File: src/rtl/time_pkg.sv
// Shared time-of-day constants: FSM encodings, field layout and field limits.
// Also imported by the display controller so both agree on the out_time packing.
package time_pkg;

    typedef enum logic [1:0] {
        ST_RUN      = 2'd0,
        ST_SET_HOUR = 2'd1,
        ST_SET_MIN  = 2'd2,
        ST_SET_SEC  = 2'd3
    } state_e;

    localparam int HOUR_W    = 5;
    localparam int MIN_W     = 6;
    localparam int SEC_W     = 6;
    localparam int TENTH_W   = 4;
    localparam int TIME_W    = HOUR_W + MIN_W + SEC_W + TENTH_W;
    localparam int TENTH_LSB = 0;
    localparam int SEC_LSB   = TENTH_LSB + TENTH_W;
    localparam int MIN_LSB   = SEC_LSB + SEC_W;
    localparam int HOUR_LSB  = MIN_LSB + MIN_W;

    localparam logic [4:0] HOUR_MAX  = 5'd23;
    localparam logic [5:0] MIN_MAX   = 6'd59;
    localparam logic [5:0] SEC_MAX   = 6'd59;
    localparam logic [3:0] TENTH_MAX = 4'd9;

    function automatic logic [2:0] flash_of(input state_e s);
        case (s)
            ST_RUN:      flash_of = 3'b000;
            ST_SET_HOUR: flash_of = 3'b100;
            ST_SET_MIN:  flash_of = 3'b010;
            ST_SET_SEC:  flash_of = 3'b001;
            default:     flash_of = 3'b000;
        endcase
    endfunction

    function automatic logic [5:0] wrap_inc(input logic [5:0] v, input logic [5:0] max);
        wrap_inc = (v >= max) ? 6'd0 : v + 6'd1;
    endfunction

    function automatic logic [5:0] wrap_dec(input logic [5:0] v, input logic [5:0] max);
        wrap_dec = (v == 6'd0 || v > max) ? max : v - 6'd1;
    endfunction

endpackage

File: src/rtl/time_keeper_tick_gen.sv
// Prescaler producing a one-cycle tick every TICKS_PER_TENTH enabled cycles.
// Holds its count while disabled; clear restarts a full interval.
module tick_gen #(
    parameter int TICKS_PER_TENTH = 5000000
) (
    input  logic clk,
    input  logic reset,
    input  logic enable,
    input  logic clear,
    output logic tick
);

    localparam int CW = (TICKS_PER_TENTH > 1) ? $clog2(TICKS_PER_TENTH) : 1;
    localparam logic [CW-1:0] TERM = CW'(TICKS_PER_TENTH - 1);

    logic [CW-1:0] count_q;
    logic [CW-1:0] count_d;

    assign tick = enable && (count_q == TERM);

    // Next prescaler count
    always_comb begin
        count_d = count_q;
        if (clear) begin
            count_d = '0;
        end else if (tick) begin
            count_d = '0;
        end else if (enable) begin
            count_d = count_q + CW'(1);
        end else begin
            count_d = count_q;
        end
    end

    // Prescaler register
    always_ff @(posedge clk) begin
        if (reset) begin
            count_q <= '0;
        end else begin
            count_q <= count_d;
        end
    end

endmodule

File: src/rtl/time_keeper.sv
// Time-of-day counter with a run/set FSM; buttons edit one field at a time
// while the clock is frozen, and leaving the seconds edit restarts at x.0.
module time_keeper
    import time_pkg::*;
#(
    parameter int TICKS_PER_TENTH = 5000000
) (
    input  logic          clk,
    input  logic          reset,
    input  logic          btn_mode,
    input  logic          btn_inc,
    input  logic          btn_dec,
    output logic [20:0]   out_time,
    output logic [2:0]    flash,
    output logic          display_mode
);

    state_e state_q, state_d;
    logic [HOUR_W-1:0]  hour_q,  hour_d;
    logic [MIN_W-1:0]   min_q,   min_d;
    logic [SEC_W-1:0]   sec_q,   sec_d;
    logic [TENTH_W-1:0] tenth_q, tenth_d;
    logic [2:0]         flash_q;
    logic               disp_q;
    logic               tick_s;
    logic               clear_s;
    logic               edit_s;

    tick_gen #(.TICKS_PER_TENTH(TICKS_PER_TENTH)) u_tick_gen (
        .clk    (clk),
        .reset  (reset),
        .enable (state_q == ST_RUN),
        .clear  (clear_s),
        .tick   (tick_s)
    );

    // Simultaneous inc and dec cancel out
    assign edit_s = btn_inc ^ btn_dec;

    // FSM next state and field updates
    always_comb begin
        state_d = state_q;
        hour_d  = hour_q;
        min_d   = min_q;
        sec_d   = sec_q;
        tenth_d = tenth_q;
        clear_s = 1'b0;
        case (state_q)
            ST_RUN: begin
                if (tick_s) begin
                    if (tenth_q >= TENTH_MAX) begin
                        tenth_d = 4'd0;
                        if (sec_q >= SEC_MAX) begin
                            sec_d = 6'd0;
                            if (min_q >= MIN_MAX) begin
                                min_d  = 6'd0;
                                hour_d = (hour_q >= HOUR_MAX) ? 5'd0 : hour_q + 5'd1;
                            end else begin
                                min_d = min_q + 6'd1;
                            end
                        end else begin
                            sec_d = sec_q + 6'd1;
                        end
                    end else begin
                        tenth_d = tenth_q + 4'd1;
                    end
                end else begin
                    tenth_d = tenth_q;
                end
                if (btn_mode) begin
                    state_d = ST_SET_HOUR;
                end else begin
                    state_d = ST_RUN;
                end
            end
            ST_SET_HOUR: begin
                if (btn_mode) begin
                    state_d = ST_SET_MIN;
                end else if (edit_s) begin
                    hour_d = btn_inc ? 5'(wrap_inc({1'b0, hour_q}, {1'b0, HOUR_MAX}))
                                     : 5'(wrap_dec({1'b0, hour_q}, {1'b0, HOUR_MAX}));
                end else begin
                    state_d = ST_SET_HOUR;
                end
            end
            ST_SET_MIN: begin
                if (btn_mode) begin
                    state_d = ST_SET_SEC;
                end else if (edit_s) begin
                    min_d = btn_inc ? wrap_inc(min_q, MIN_MAX) : wrap_dec(min_q, MIN_MAX);
                end else begin
                    state_d = ST_SET_MIN;
                end
            end
            ST_SET_SEC: begin
                if (btn_mode) begin
                    state_d = ST_RUN;
                    tenth_d = 4'd0;
                    clear_s = 1'b1;
                end else if (edit_s) begin
                    sec_d = btn_inc ? wrap_inc(sec_q, SEC_MAX) : wrap_dec(sec_q, SEC_MAX);
                end else begin
                    state_d = ST_SET_SEC;
                end
            end
            default: begin
                state_d = ST_RUN;
            end
        endcase
    end

    // State, field and indicator registers
    always_ff @(posedge clk) begin
        if (reset) begin
            state_q <= ST_RUN;
            hour_q  <= 5'd0;
            min_q   <= 6'd0;
            sec_q   <= 6'd0;
            tenth_q <= 4'd0;
            flash_q <= 3'b000;
            disp_q  <= 1'b0;
        end else begin
            state_q <= state_d;
            hour_q  <= hour_d;
            min_q   <= min_d;
            sec_q   <= sec_d;
            tenth_q <= tenth_d;
            flash_q <= flash_of(state_d);
            disp_q  <= (state_d != ST_RUN);
        end
    end

    assign out_time     = {hour_q, min_q, sec_q, tenth_q};
    assign flash        = flash_q;
    assign display_mode = disp_q;

endmodule

File: config.mk
export PLATFORM = sky130hd
export DESIGN_NAME = time_keeper
export DESIGN_NICKNAME = d
export VERILOG_FILES = /design/src/rtl/time_pkg.sv /design/src/rtl/time_keeper_tick_gen.sv /design/src/rtl/time_keeper.sv
export SDC_FILE = /design/constraint.sdc
export NUM_CORES = 1
export LEC_CHECK = 0
export CAP_MARGIN = 20
export CORE_MARGIN = 2
export CORE_UTILIZATION = 35
export DETAILED_ROUTE_END_ITERATION = 10
export GPL_ROUTABILITY_DRIVEN = 0
export GPL_TIMING_DRIVEN = 0
export HOLD_SLACK_MARGIN = 0.12
export PLACE_DENSITY = 0.57
export SETUP_SLACK_MARGIN = 0.02
export SYNTH_ARGS = -nofsm -noshare
export SYNTH_HDL_FRONTEND = slang
export SYNTH_SLANG_ARGS = --single-unit
File: constraint.sdc
create_clock -name clk -period 4.6 [get_ports clk]
set_clock_uncertainty 0.2 [all_clocks]
set_input_delay 0.92 -clock clk [delete_from_list [all_inputs] [get_ports clk]]
set_output_delay 0.92 -clock clk [all_outputs]
set_load 0.005 [all_outputs]
* Word level (Yosys, flattened, before mapping)
Cells that the tools add are included.
** Word-level totals
- Flip-flop bits (word level) :: 50
- Word-level logic and storage cells :: 105
- Latch bits :: 0
- Bits in writable memories :: 0
- Bits of input ports :: 5
- Memories :: 0
- Output and inout port bits :: 25
- Memory bits (read-only) :: 0
** Cells by class
- Shifts and indexed selects :: 0
- Bitwise operators :: 1
- Equality and inequality tests :: 18
- Divide/modulo/power cells :: 0
- Order comparisons :: 8
- $mul :: 0
- Muxes and demuxes :: 43
- Reduce and logical (&&, ||, !) cells :: 18
- Add/subtract/negate cells :: 9
** Operators by type and width (number)
- two-way mux 6 bit :: 15
- two-way mux 5 bit :: 10
- case mux 6 bit (2 select lines) :: 2
- adder 23 x 1 -> 23 bit (second input constant) :: 1
- equality test 23 bit (second input constant) :: 1
- inequality test 2 bit (second input constant) :: 11
- adder 6 x 1 -> 6 bit (second input constant) :: 2
- >= comparator 6 bit (second input constant) :: 2
- greater-than comparator 6 bit (second input constant) :: 2
- zero test 6 bit :: 2
- two-way mux 2 bit :: 6
- two-way mux 4 bit :: 3
- case mux 3 bit (4 select lines) :: 1
- subtractor 6 x 1 -> 6 bit (second input constant) :: 2
- adder 5 x 1 -> 5 bit (second input constant) :: 2
- >= comparator 5 bit (second input constant) :: 2
- case mux 5 bit (2 select lines) :: 1
- equality test 2 bit (second input constant) :: 4
- case mux 2 bit (4 select lines) :: 1
- case mux 4 bit (2 select lines) :: 1
- nonzero test 2 bit :: 4
- AND reduction 7 bit :: 1
- AND reduction 6 bit :: 1
- greater-than comparator 5 bit (second input constant) :: 1
- 13 further kinds :: 19

* Longest topological paths before layout
Gate-level depths: netlist (run 1).
- Depth after elaboration :: 7
- Gate-level depth with buffers :: 9
- Gate-level depth less buffers :: 8

* Cells and area by module
A second synthesis (run 1) with hierarchy kept.
** Second synthesis, totals
- Cells, all modules :: 371
- Area total of the unflattened synthesis :: 3005.4 sq um
** Modules (own cells, without submodules)
- time_keeper :: area an instance 1918.1 sq um, times used 1, cells an instance 244
- tick_gen :: area an instance 1087.3 sq um, times used 1, cells an instance 127

* Worst setup path before layout (run 1)
No wires, ideal clock.
- Path type :: input-to-reg
- Start point :: input port btn_inc
- End point :: register hour_q[3]
- Data required time :: 4284 ps
- Stages on the path :: 7
- Arrival :: 2325 ps
- Library setup time :: 116 ps
- Slack :: 1960 ps
- Cells stage by stage :: clkbuf_1 > nor3b_1 > nor3_1 > a21o_1 > a21oi_1 > o22ai_1 > a31o_1
** On the way
- Cells in the longest elaborated chain, start to end :: 4
- Elaborated cells on any way between the ends :: 7
- Classes of those cells :: eq/ne (1); mux (4); bitwise (1); reduce/logical (1)
** RTL lines
- from (decl) :: RTL line time_keeper.sv:11 : input logic btn_inc,
- two-way mux 5 bit :: RTL line time_keeper.sv:80 : hour_d = btn_inc ? 5'(wrap_inc({1'b0, hour_q}, {1'b0, HOUR_MAX}))
- two-way mux 5 bit :: RTL line time_keeper.sv:79 : end else if (edit_s) begin
- two-way mux 5 bit :: RTL line time_keeper.sv:77 : if (btn_mode) begin
- case mux 5 bit (2 select lines) :: RTL line time_keeper.sv:48 : case (state_q)
- to (signal assigned) :: RTL line time_keeper.sv:124 : hour_q <= hour_d;
- to (decl) :: RTL line time_keeper.sv:19 : logic [HOUR_W-1:0] hour_q, hour_d;
Several ways; a longest one is shown, not always the timed one. The select of a mux whose other input is x is not followed.
A chain may end at the register's enable or synchronous reset.

* Worst setup path in the final report (run 1)
- Start point :: register u_tick_gen.count_q[12]
- End point :: register sec_q[2]
** On the way
- Cells in the longest elaborated chain, start to end :: 4
** RTL lines
- from (decl) :: RTL line time_keeper_tick_gen.sv:16 : logic [CW-1:0] count_q;
- from (signal assigned) :: RTL line time_keeper_tick_gen.sv:40 : count_q <= count_d;
- equality test 23 bit :: RTL line time_keeper_tick_gen.sv:19 : assign tick = enable && (count_q == TERM);
- logical AND 1 bit :: RTL line time_keeper_tick_gen.sv:19
- inequality test 2 bit (no source line)
- AND reduction 5 bit (no source line)
- to (signal assigned) :: RTL line time_keeper.sv:118 : sec_q <= 6'd0;
- to (signal assigned) :: RTL line time_keeper.sv:126 : sec_q <= sec_d;
- to (decl) :: RTL line time_keeper.sv:21 : logic [SEC_W-1:0] sec_q, sec_d;
No other way between the ends.

==> run metrics, run 1 <==
R2R setup slack 1.95 ns; fmax 377 MHz; status completed; FF+latch count, synth 50; Slew headroom 37.2%; CTS H-tree lvls 2; Hold-fix buffers, CTS 0; Die X 96.7 um; RR Endpoint sec_q[2]; proportion of layout cells with a drive suffix above 1 5.87%; power share of the clock group 37.1%; I/O pins 30; leading area contributor after synthesis dfxtp_1; largest cells by area after synthesis dfxtp_1 (33%), nor2_1 (6.6%), nand2_1 (5.7%); Int Power 659 uW; Flop pwr share 51.6%; vias 2833; CTS root buffer clkbuf_8; NetSw 221 uW; CTS tree yes; CTS Buffer Depth 2; Avg Vias per Cell 5.34; CP Launch Type flop; Worst-path clk slew 0.09 ns; Yosys Warn Count 0; Arr. time, crit path 2.65 ns; worst vdd rail ir drop 141 uV; Seq/Total Area, Yosys 33.3%; worst hold-check path type flop to flop; Post-CTS Resized 0; post-synthesis compound-gate area fraction 18.3%; Post-CTS Setup Inserts 0; CTS Sinks 50; wire per inst 13.1 um; hold path endpoint u_tick_gen.count_q[1]; minimum clock period 2.65 ns; Area Overhead vs Synth 17.4%; pwr/cell area 249 mW/mm^2; first drt pass iteration count 4; WHS Path Cells 2; Core Area 0.00826 mm^2; Final Routed Wirelength 6980 um; Sw Share 25.1%; most common cell after layout, fill and taps aside nor2_1; ANT cells 0; FP Rows 33; Post-route DRC 0; prevailing post-synth register cell dfxtp_1; hold wc startpoint u_tick_gen.count_q[1]; GRT Total Usage 15.0%; count of pins over their slew limit 0; XOR/XNOR share of the synthesized area 7.86%; crit path kind flop to flop; Die ar. 0.00936 mm^2; commonest cells after routing, fill and taps aside nor2_1 (53), dfxtp_1 (50), nand2_1 (46), clkdlybuf4s50_1 (28), a21oi_1 (27); critical path fanouts, max 10; post-synthesis adder-cell area fraction 4.99%; first-pass GRT wire length 12000 um; Detail Placement HPWL 4980 um; Post-synth EDFFs 0; footprint of the multi-input gates 0.00184 mm^2; RSZ-0062 raised after global routing false; Distinct cells, synth 55; total clock buffers created by CTS 5; Final Instance Area 0.00353 mm^2; final setup vio count 0; total of max-cap violations 0; area fraction of the dominant cell type after synthesis 33.3%; Reg area 0.00100 mm^2; Mapped Cells 391; WP data required 4.60 ns; launching point of the worst reg2reg path u_tick_gen.count_q[12]; ys async rst share 0%; post-synthesis simple-gate area fraction 30.0%; DR iter-0 viols 209; Setup TNS 0 ns; vias in the first global route 2563; post-synth net total 408; Worst Reg2Reg Path Length in Cells 7; Remaining Overflow, GRT 0; Critical Path End Type flop; nets 443; LEAKAGE 1.27 nW; Hold Fails Final Rpt 0; fillers 850; initial antenna violation count 0; largest family of logic cells by synthesized area simple AND/OR/NAND/NOR gates; largest net degree at the start of global routing 15; Slew @ Worst Pin 0.940 ns; Cell Area, Synth 0.00301 mm^2; period utilization 57.6%; antenna-violating nets left 0; Clock Latency Late Sink 0.31 ns; Buffers on Ports 28; syn avg cell area 7.70 um^2; Comb pwr share 11.3%; dpl cell area 0.00342 mm^2; Initial Util 36.5%; die height 96.7 um; post-synthesis mux area share 0%
## critical path, cell delays in order (launching register included)
cell and delay [ns]:
dfxtp_1 0.37, nor4b_1 0.47, and4_1 0.27, nand2_1 0.13, o21ai_0 0.40, buf_2 0.29
a21oi_1 0.09, a311oi_1 0.33
## routing by layer
layer / track usage (%) / vias up / routed length, um / share of wire [%]
met5: 0 / - / 0 / 0
met4: 3.90 / 0 / 77 / 1.1
met1: 20.8 / 1314 / 3370 / 48
met2: 23.8 / 64 / 3240 / 46
met3: 2.89 / 8 / 284 / 4.1
li1: - / 1447 / - / -
## area by class of cell
type,count,area share (%)
multi-input combinational,301,52.1
sequential,50,28.3
timing repair buffer,28,7.93
tap,105,3.72
buffer,22,2.83
clock buffer,6,2.34
inverter,18,1.91
clock inverter,1,0.850
## logic make-up after synthesis
kind of cell,Yosys count
adder cells (fa/ha/maj),12
AND/OR/NAND/NOR,180
buffers and inverters,40
AO/OA/AOI/OAI,82
XOR/XNOR,27
flip-flops,50
## power groups by stage
| stage | clock, mW | combinational, mW | sequential (mW) |
|---|---|---|---|
| 2_1_floorplan | 0 | 0.0678 | 0.463 |
| 3_3_place_gp | 0 | 0.0989 | 0.464 |
| 3_5_place_dp | 0 | 0.0995 | 0.464 |
| 4_1_cts | 0.338 | 0.0997 | 0.454 |
| 5_1_grt | 0.351 | 0.114 | 0.456 |
| 6_report | 0.327 | 0.0991 | 0.454 |
## worst max path at each step
stage | start | endpoint | slack, ns | depth (start not counted)
6_report | u_tick_gen.count_q[12] | sec_q[2] | 1.95 | 7
3_5_place_dp | btn_mode | sec_q[2] | 1.63 | 7
5_1_grt | u_tick_gen.count_q[0] | sec_q[2] | 1.64 | 8
3_3_place_gp | btn_dec | sec_q[2] | 1.58 | 8
2_1_floorplan | btn_inc | hour_q[3] | 1.96 | 7
4_1_cts | u_tick_gen.count_q[0] | sec_q[2] | 1.91 | 8
## cell usage after synthesis, types with 3 or more instances
cell / instances
o21a_1: 3
a211oi_1: 3
xnor2_1: 17
or2_2: 3
dfxtp_1: 50
nand4_1: 7
inv_1: 18
nand2_1: 46
nor3_1: 15
a22oi_1: 3
nor4b_1: 3
o22ai_1: 3
buf_1: 3
nand2b_1: 4
o211a_1: 3
ha_1: 12
nor4_1: 3
or3b_2: 3
o21ai_0: 12
a21oi_1: 27
xor2_1: 10
nand3b_1: 4
nand3_1: 17
nor2_1: 53
and3_1: 3
a311oi_1: 7
a31oi_1: 7
clkbuf_1: 15
## metrics by stage
| stage | hold WS (ns) | util, % | instances | worst slack [ns] | total power, mW |
|---|---|---|---|---|---|
| 2_1_floorplan | 0.249 | - | 391 | 1.96 | 0.531 |
| 3_3_place_gp | 0.262 | 41.4 | 524 | 1.58 | 0.563 |
| 3_5_place_dp | 0.267 | 41.4 | 524 | 1.63 | 0.564 |
| 4_1_cts | 0.280 | 42.8 | 531 | 1.91 | 0.892 |
| 5_1_grt | 0.305 | 42.8 | 531 | 1.64 | 0.921 |
| 6_report | 0.279 | 42.8 | 531 | 1.95 | 0.880 |
## sequential cells by signal, summed over array words and instances, names as in the netlist
register / cells
display_mode: 1
flash: 3
hour_q: 5
min_q: 6
sec_q: 6
state_q: 2
tenth_q: 4
u_tick_gen.count_q: 23
Power figures use the tool's default switching activity.
==> run 2: changes to the inputs <==
==> constraint.sdc (replaced) <==
create_clock -name clk -period 2.45 [get_ports clk]
set_clock_uncertainty 0.2 [all_clocks]
set_input_delay 0.49 -clock clk [delete_from_list [all_inputs] [get_ports clk]]
set_output_delay 0.49 -clock clk [all_outputs]
set_load 0.005 [all_outputs]
==> run 2 against run 1 <==
  * Utilization is 1.7 points higher
  * Combinational power is 99% higher
  * Hold slack worse by 0.0010 ns
  * Register-to-register slack worse by 1.8 ns
  * Sequential cell count stayed put
  * Via count is 0.88% higher
  * Sequential share of layout area is 0.93 points lower
  * Critical path depth stayed put
  * Critical path type unchanged
  * Highest routed layer unchanged
==> run metrics, run 2 (synthesized netlist as in run 1, its figures left out) <==
Final Instance Area 0.00368 mm^2 (was 0.00353 mm^2); nets 445 (was 443); Buffers on Ports 28 (unchanged); wire per inst 13.3 um (was 13.1 um); die height 96.7 um (unchanged); Regs by FF count u_tick_gen.count_q: 23 flops, min_q: 6 flops, sec_q: 6 flops (unchanged); Final Routed Wirelength 7070 um (was 6980 um); worst vdd rail ir drop 266 uV (was 141 uV); Flop pwr share 51.3% (was 51.6%); vias in the first global route 2573 (was 2563); antenna-violating nets left 0 (unchanged); vias 2858 (was 2833); total of max-cap violations 0 (unchanged); first-pass GRT wire length 12100 um (was 12000 um); DR iter-0 viols 173 (was 209); Die X 96.7 um (unchanged); NetSw 420 uW (was 221 uW); Die ar. 0.00936 mm^2 (unchanged); Sw Share 25.3% (was 25.1%); ANT cells 0 (unchanged); Buf/Inv on CP 1 (unchanged); FP Rows 33 (unchanged); CTS root buffer clkbuf_8 (unchanged); LEAKAGE 1.33 nW (was 1.27 nW); RSZ-0062 raised after global routing true (was false); power share of the clock group 36.9% (was 37.1%); Setup TNS 0 ns (unchanged); Crit-path slowest cell o41ai_4 (was nor4b_1); total clock buffers created by CTS 5 (unchanged); largest net degree at the start of global routing 15 (unchanged); CTS Sinks 50 (unchanged); WP data required 2.47 ns (was 4.60 ns); proportion of layout cells with a drive suffix above 1 11.2% (was 5.87%); Initial Util 36.5% (unchanged); Top reg by flops u_tick_gen.count_q (unchanged); Critical Path End Type flop (unchanged); worst hold-check path type flop to flop (unchanged); period utilization 94.9% (was 57.6%); critical path fanouts, max 9 (was 10); Cell Chain, Critical Path nand4bb_1 -> nor4_4 -> nand2_2 -> o41ai_4 -> buf_6 -> a21oi_1 -> a311oi_1 (was nor4b_1 -> and4_1 -> nand2_1 -> o21ai_0 -> buf_2 -> a21oi_1 -> a311oi_1); max reg flops 23 (unchanged); Hold Fails Final Rpt 0 (unchanged); Arr. time, crit path 2.34 ns (was 2.65 ns); Detail Placement HPWL 4980 um (unchanged); Slew @ Worst Pin 0.979 ns (was 0.940 ns); Slew headroom 34.6% (was 37.2%); Comb pwr share 11.8% (was 11.3%); Core Area 0.00826 mm^2 (unchanged); Remaining Overflow, GRT 0 (unchanged); count of pins over their slew limit 0 (unchanged); Avg Vias per Cell 5.36 (was 5.34); CTS H-tree lvls 2 (unchanged); Int Power 1.24 mW (was 659 uW); minimum clock period 2.32 ns (was 2.65 ns); fmax 430 MHz (was 377 MHz); slowest stage delay, CP 0.38 ns (was 0.47 ns); Post-route DRC 0 (unchanged); most common cell after layout, fill and taps aside nor2_1 (unchanged); initial antenna violation count 0 (unchanged); Area Overhead vs Synth 22.2% (was 17.4%); Worst-path clk slew 0.09 ns (about the same); Clock Latency Late Sink 0.31 ns (about the same); crit path kind flop to flop (unchanged); status completed (unchanged); pwr/cell area 453 mW/mm^2 (was 249 mW/mm^2); final setup vio count 0 (unchanged); GRT Total Usage 15.0% (about the same); CTS tree yes (unchanged); dpl cell area 0.00342 mm^2 (unchanged); first drt pass iteration count 4 (unchanged); I/O pins 30 (unchanged); CTS Buffer Depth 2 (unchanged); commonest cells after routing, fill and taps aside nor2_1 (52), dfxtp_1 (47), nand2_1 (45), clkdlybuf4s50_1 (28), a21oi_1 (27) (was nor2_1 (53), dfxtp_1 (50), nand2_1 (46), clkdlybuf4s50_1 (28), a21oi_1 (27)); Top Family by Delay on Critical Path simple AND/OR/NAND/NOR gates (unchanged); CP Launch Type flop (unchanged)
[run 2: cell count changes in the layout (fill, tap and decap cells not counted), sizes merged]
cell	delta
buf	+1
clkbuf	+1
[run 2: timing repair]
| item | 4_1_cts | 5_1_grt |
|---|---|---|
| gates resized for setup | 9 | 22 |
| setup endpoints to repair | 37 | 31 |
| hold buffers | 0 | 0 |
| buffers inserted | 2 | 0 |
| pin swaps | 2 | 3 |
[run 2: path summary, 6_finish.rpt]
| kind | startpoint | end | slack [ns] | depth (start not counted) |
|---|---|---|---|---|
| setup / recovery | u_tick_gen.count_q[15] | hour_q[2] | 0.13 | 7 |
| hold / removal | u_tick_gen.count_q[1] | u_tick_gen.count_q[1] | 0.28 | 2 |
| setup reg to reg | u_tick_gen.count_q[15] | hour_q[2] | 0.13 | 7 |
| hold reg to reg | u_tick_gen.count_q[1] | u_tick_gen.count_q[1] | 0.28 | 2 |
[run 2: power groups by stage]
stage               Sequential (mW)  Clock (mW)  Combinational [mW]
CTS                           0.853       0.635               0.192
global placement              0.872           0               0.186
finish                        0.853       0.614               0.197
detailed placement            0.872           0               0.187
global route                  0.857       0.659               0.225
floorplan                     0.869           0               0.127
[run 2: layout make-up]
type	instances	area (um^2)
Buffer	22	109
Clock buffer	6	82.6
Clock inverter	1	30.0
Fill cell	835	4580
Inverter	18	67.6
Multi-Input combinational cell	301	1950
Sequential cell	50	1010
Tap cell	105	131
Timing Repair Buffer	30	299
[run 2: metrics by stage]
stage | power [mW] | utilization, % | cells | hold WS (ns) | worst slack, ns
after detailed placement | 1.06 | 41.4 | 524 | 0.267 | -0.194
after global placement | 1.06 | 41.4 | 524 | 0.262 | -0.228
after CTS | 1.68 | 43.3 | 533 | 0.280 | 0.0611
final | 1.66 | 44.5 | 533 | 0.278 | 0.126
after floorplan | 0.996 | - | 391 | 0.249 | 0.195
after global routing | 1.74 | 44.5 | 533 | 0.306 | 0.0169
[run 2: metal layers]
layer	vias to the layer above	wire, um	track usage [%]
met4	0	80	3.90
met2	67	3270	24.0
li1	1448	-	-
met5	-	0	0
met1	1335	3410	20.8
met3	8	311	2.89
[run 2: worst reg2reg max path, delay by kind of cell (launching register included)]
kind                   cells  cell delay (ns)
AOI/OAI and AO/OA          3             0.71
DFF                        1             0.36
buffers and inverters      1             0.18
and+or+nand+nor            3             0.79
==> run 3: changes to the inputs <==
--- a/config.mk
+++ b/config.mk
@@ -6,11 +6,10 @@
 export NUM_CORES = 1
 export LEC_CHECK = 0
 export CAP_MARGIN = 20
-export CORE_MARGIN = 2
+export CORE_MARGIN = 4
 export CORE_UTILIZATION = 35
 export DETAILED_ROUTE_END_ITERATION = 10
 export GPL_ROUTABILITY_DRIVEN = 0
-export GPL_TIMING_DRIVEN = 0
 export HOLD_SLACK_MARGIN = 0.12
 export PLACE_DENSITY = 0.57
 export SETUP_SLACK_MARGIN = 0.02
==> run 3 against run 2 <==
  * Clock power rose by 16%
  * Highest routed layer unchanged
  * Combinational power rose by 15%
  * Clock-buffer cell count unchanged
  * First-iteration DRC count decreased by 41%
  * Power rose by 7.6%
  * Sequential cell count is the same
==> run metrics, run 3 (synthesized netlist as in run 1, its figures left out) <==
fillers 815 (was 835); Flop pwr share 47.4% (was 51.3%); Detail Placement HPWL 5460 um (was 4980 um); CTS tree yes (unchanged); total clock buffers created by CTS 5 (unchanged); max reg flops 23 (unchanged); most common cell after layout, fill and taps aside buf_4 (was nor2_1); Critical Path End Type flop (unchanged); Post-CTS Setup Inserts 0 (was 2); Die X 101 um (was 96.7 um); worst vdd rail ir drop 200 uV (was 266 uV); Int Power 1.37 mW (was 1.24 mW); total of max-cap violations 0 (unchanged); commonest cells after routing, fill and taps aside buf_4 (57), nor2_1 (53), dfxtp_1 (48), nand2_1 (45), clkdlybuf4s50_1 (29) (was nor2_1 (52), dfxtp_1 (47), nand2_1 (45), clkdlybuf4s50_1 (28), a21oi_1 (27)); fmax 429 MHz (was 430 MHz); initial antenna violation count 0 (unchanged); power share of the clock group 39.9% (was 36.9%); Area Overhead vs Synth 34.3% (was 22.2%); CTS Sinks 50 (unchanged); pwr/cell area 443 mW/mm^2 (was 453 mW/mm^2); RSZ-0062 raised after global routing true (unchanged); Initial Util 36.3% (was 36.5%); critical path fanouts, max 5 (was 9); CTS Buffer Depth 2 (unchanged); Layout Utilization 48.7% (was 44.5%); nets 484 (was 445); LEAKAGE 1.61 nW (was 1.33 nW); vias in the first global route 2837 (was 2573); CTS H-tree lvls 2 (unchanged); wire per inst 13.3 um (about the same); CTS root buffer clkbuf_8 (unchanged); CP Launch Type flop (unchanged); Worst-path clk slew 0.09 ns (about the same); Slew @ Worst Pin 0.606 ns (was 0.979 ns); die height 101 um (was 96.7 um); first drt pass iteration count 5 (was 4); Hold Fails Final Rpt 0 (unchanged); Final Instance Area 0.00404 mm^2 (was 0.00368 mm^2); Sw Share 23.3% (was 25.3%); Comb pwr share 12.7% (was 11.8%); Final Routed Wirelength 7630 um (was 7070 um); proportion of layout cells with a drive suffix above 1 20.5% (was 11.2%); antenna-violating nets left 0 (unchanged); Top reg by flops u_tick_gen.count_q (unchanged); Clock Latency Late Sink 0.30 ns (was 0.31 ns); Buffers on Ports 29 (was 28); GRT Total Usage 15.7% (was 15.0%); period utilization 95.0% (was 94.9%); crit path kind flop to flop (unchanged); ANT cells 0 (unchanged); minimum clock period 2.33 ns (was 2.32 ns); Avg Vias per Cell 5.24 (was 5.36); Regs by FF count u_tick_gen.count_q: 23 flops, min_q: 6 flops, sec_q: 6 flops (unchanged); Core Area 0.00830 mm^2 (was 0.00826 mm^2); DR iter-0 viols 102 (was 173); vias 3002 (was 2858); Post-route DRC 0 (unchanged); WP data required 2.46 ns (was 2.47 ns); final setup vio count 0 (unchanged); Remaining Overflow, GRT 0 (unchanged); dpl cell area 0.00379 mm^2 (was 0.00342 mm^2); largest net degree at the start of global routing 24 (was 15); Slew headroom 59.6% (was 34.6%); NetSw 417 uW (was 420 uW); FP Rows 33 (unchanged); Die ar. 0.0101 mm^2 (was 0.00936 mm^2); count of pins over their slew limit 0 (unchanged); Arr. time, crit path 2.34 ns (about the same); R2R setup slack 0.12 ns (was 0.13 ns); I/O pins 30 (unchanged); first-pass GRT wire length 13200 um (was 12100 um); status completed (unchanged); worst hold-check path type flop to flop (unchanged)
[run 3: metal layers]
metal / wire length (um) / GRT usage (%) / vias to the layer above
met3: 271 / 2.56 / 7
met1: 3590 / 20.7 / 1403
met2: 3680 / 26.4 / 64
met5: 0 / 0 / -
met4: 80 / 4.04 / 0
li1: - / - / 1528
[run 3: area by class of cell]
cell class,instances,area (um^2),area share [%]
inverters,18,67.6,1.67
repair buffers,91,771,19.1
multi-input cells,301,1930,47.7
flip-flops and latches,50,1000,24.8
well taps,105,131,3.25
clock inverters,2,60.1,1.49
clock buffers,6,82.6,2.04
[run 3: what timing repair did]
item,CTS,global route
gates resized for setup,7,14
setup endpoints to repair,9,14
pin swaps,0,5
cloned,0,2
hold buffers,0,0
[run 3: power groups by stage]
stage	Sequential [mW]	Clock, mW	Combinational, mW
floorplan	0.869	0	0.127
global placement	0.867	0	0.220
detailed placement	0.868	0	0.220
CTS	0.849	0.737	0.223
global route	0.852	0.765	0.257
finish	0.849	0.715	0.227
[run 3: path summary, 6_finish.rpt]
| kind | startpoint | to | cells past startpoint |
|---|---|---|---|
| worst min register to register | u_tick_gen.count_q[14] | u_tick_gen.count_q[14] | 2 |
| worst max-delay path | u_tick_gen.count_q[14] | hour_q[3] | 9 |
| worst max register to register | u_tick_gen.count_q[14] | hour_q[3] | 9 |
| worst min-delay path | u_tick_gen.count_q[14] | u_tick_gen.count_q[14] | 2 |
[run 3: through the flow]
stage	setup TNS [ns]	std cells	power (mW)	worst slack, ns	hold WS (ns)
after CTS	0	571	1.81	0.0484	0.365
after global routing	0	573	1.87	0.00567	0.398
after floorplan	0	391	0.996	0.195	0.249
after global placement	-2.01	563	1.09	-0.366	0.324
after detailed placement	-2.29	563	1.09	-0.385	0.344
final	0	573	1.79	0.121	0.373
[run 3: worst max-delay path, cell delays in order (launching register included)]
cell,delay (ns)
dfxtp_1,0.38
nor4b_2,0.26
buf_4,0.16
and4_1,0.19
nand2_2,0.09
buf_6,0.15
o41ai_4,0.33
buf_6,0.18
a311oi_2,0.09
a31o_1,0.19
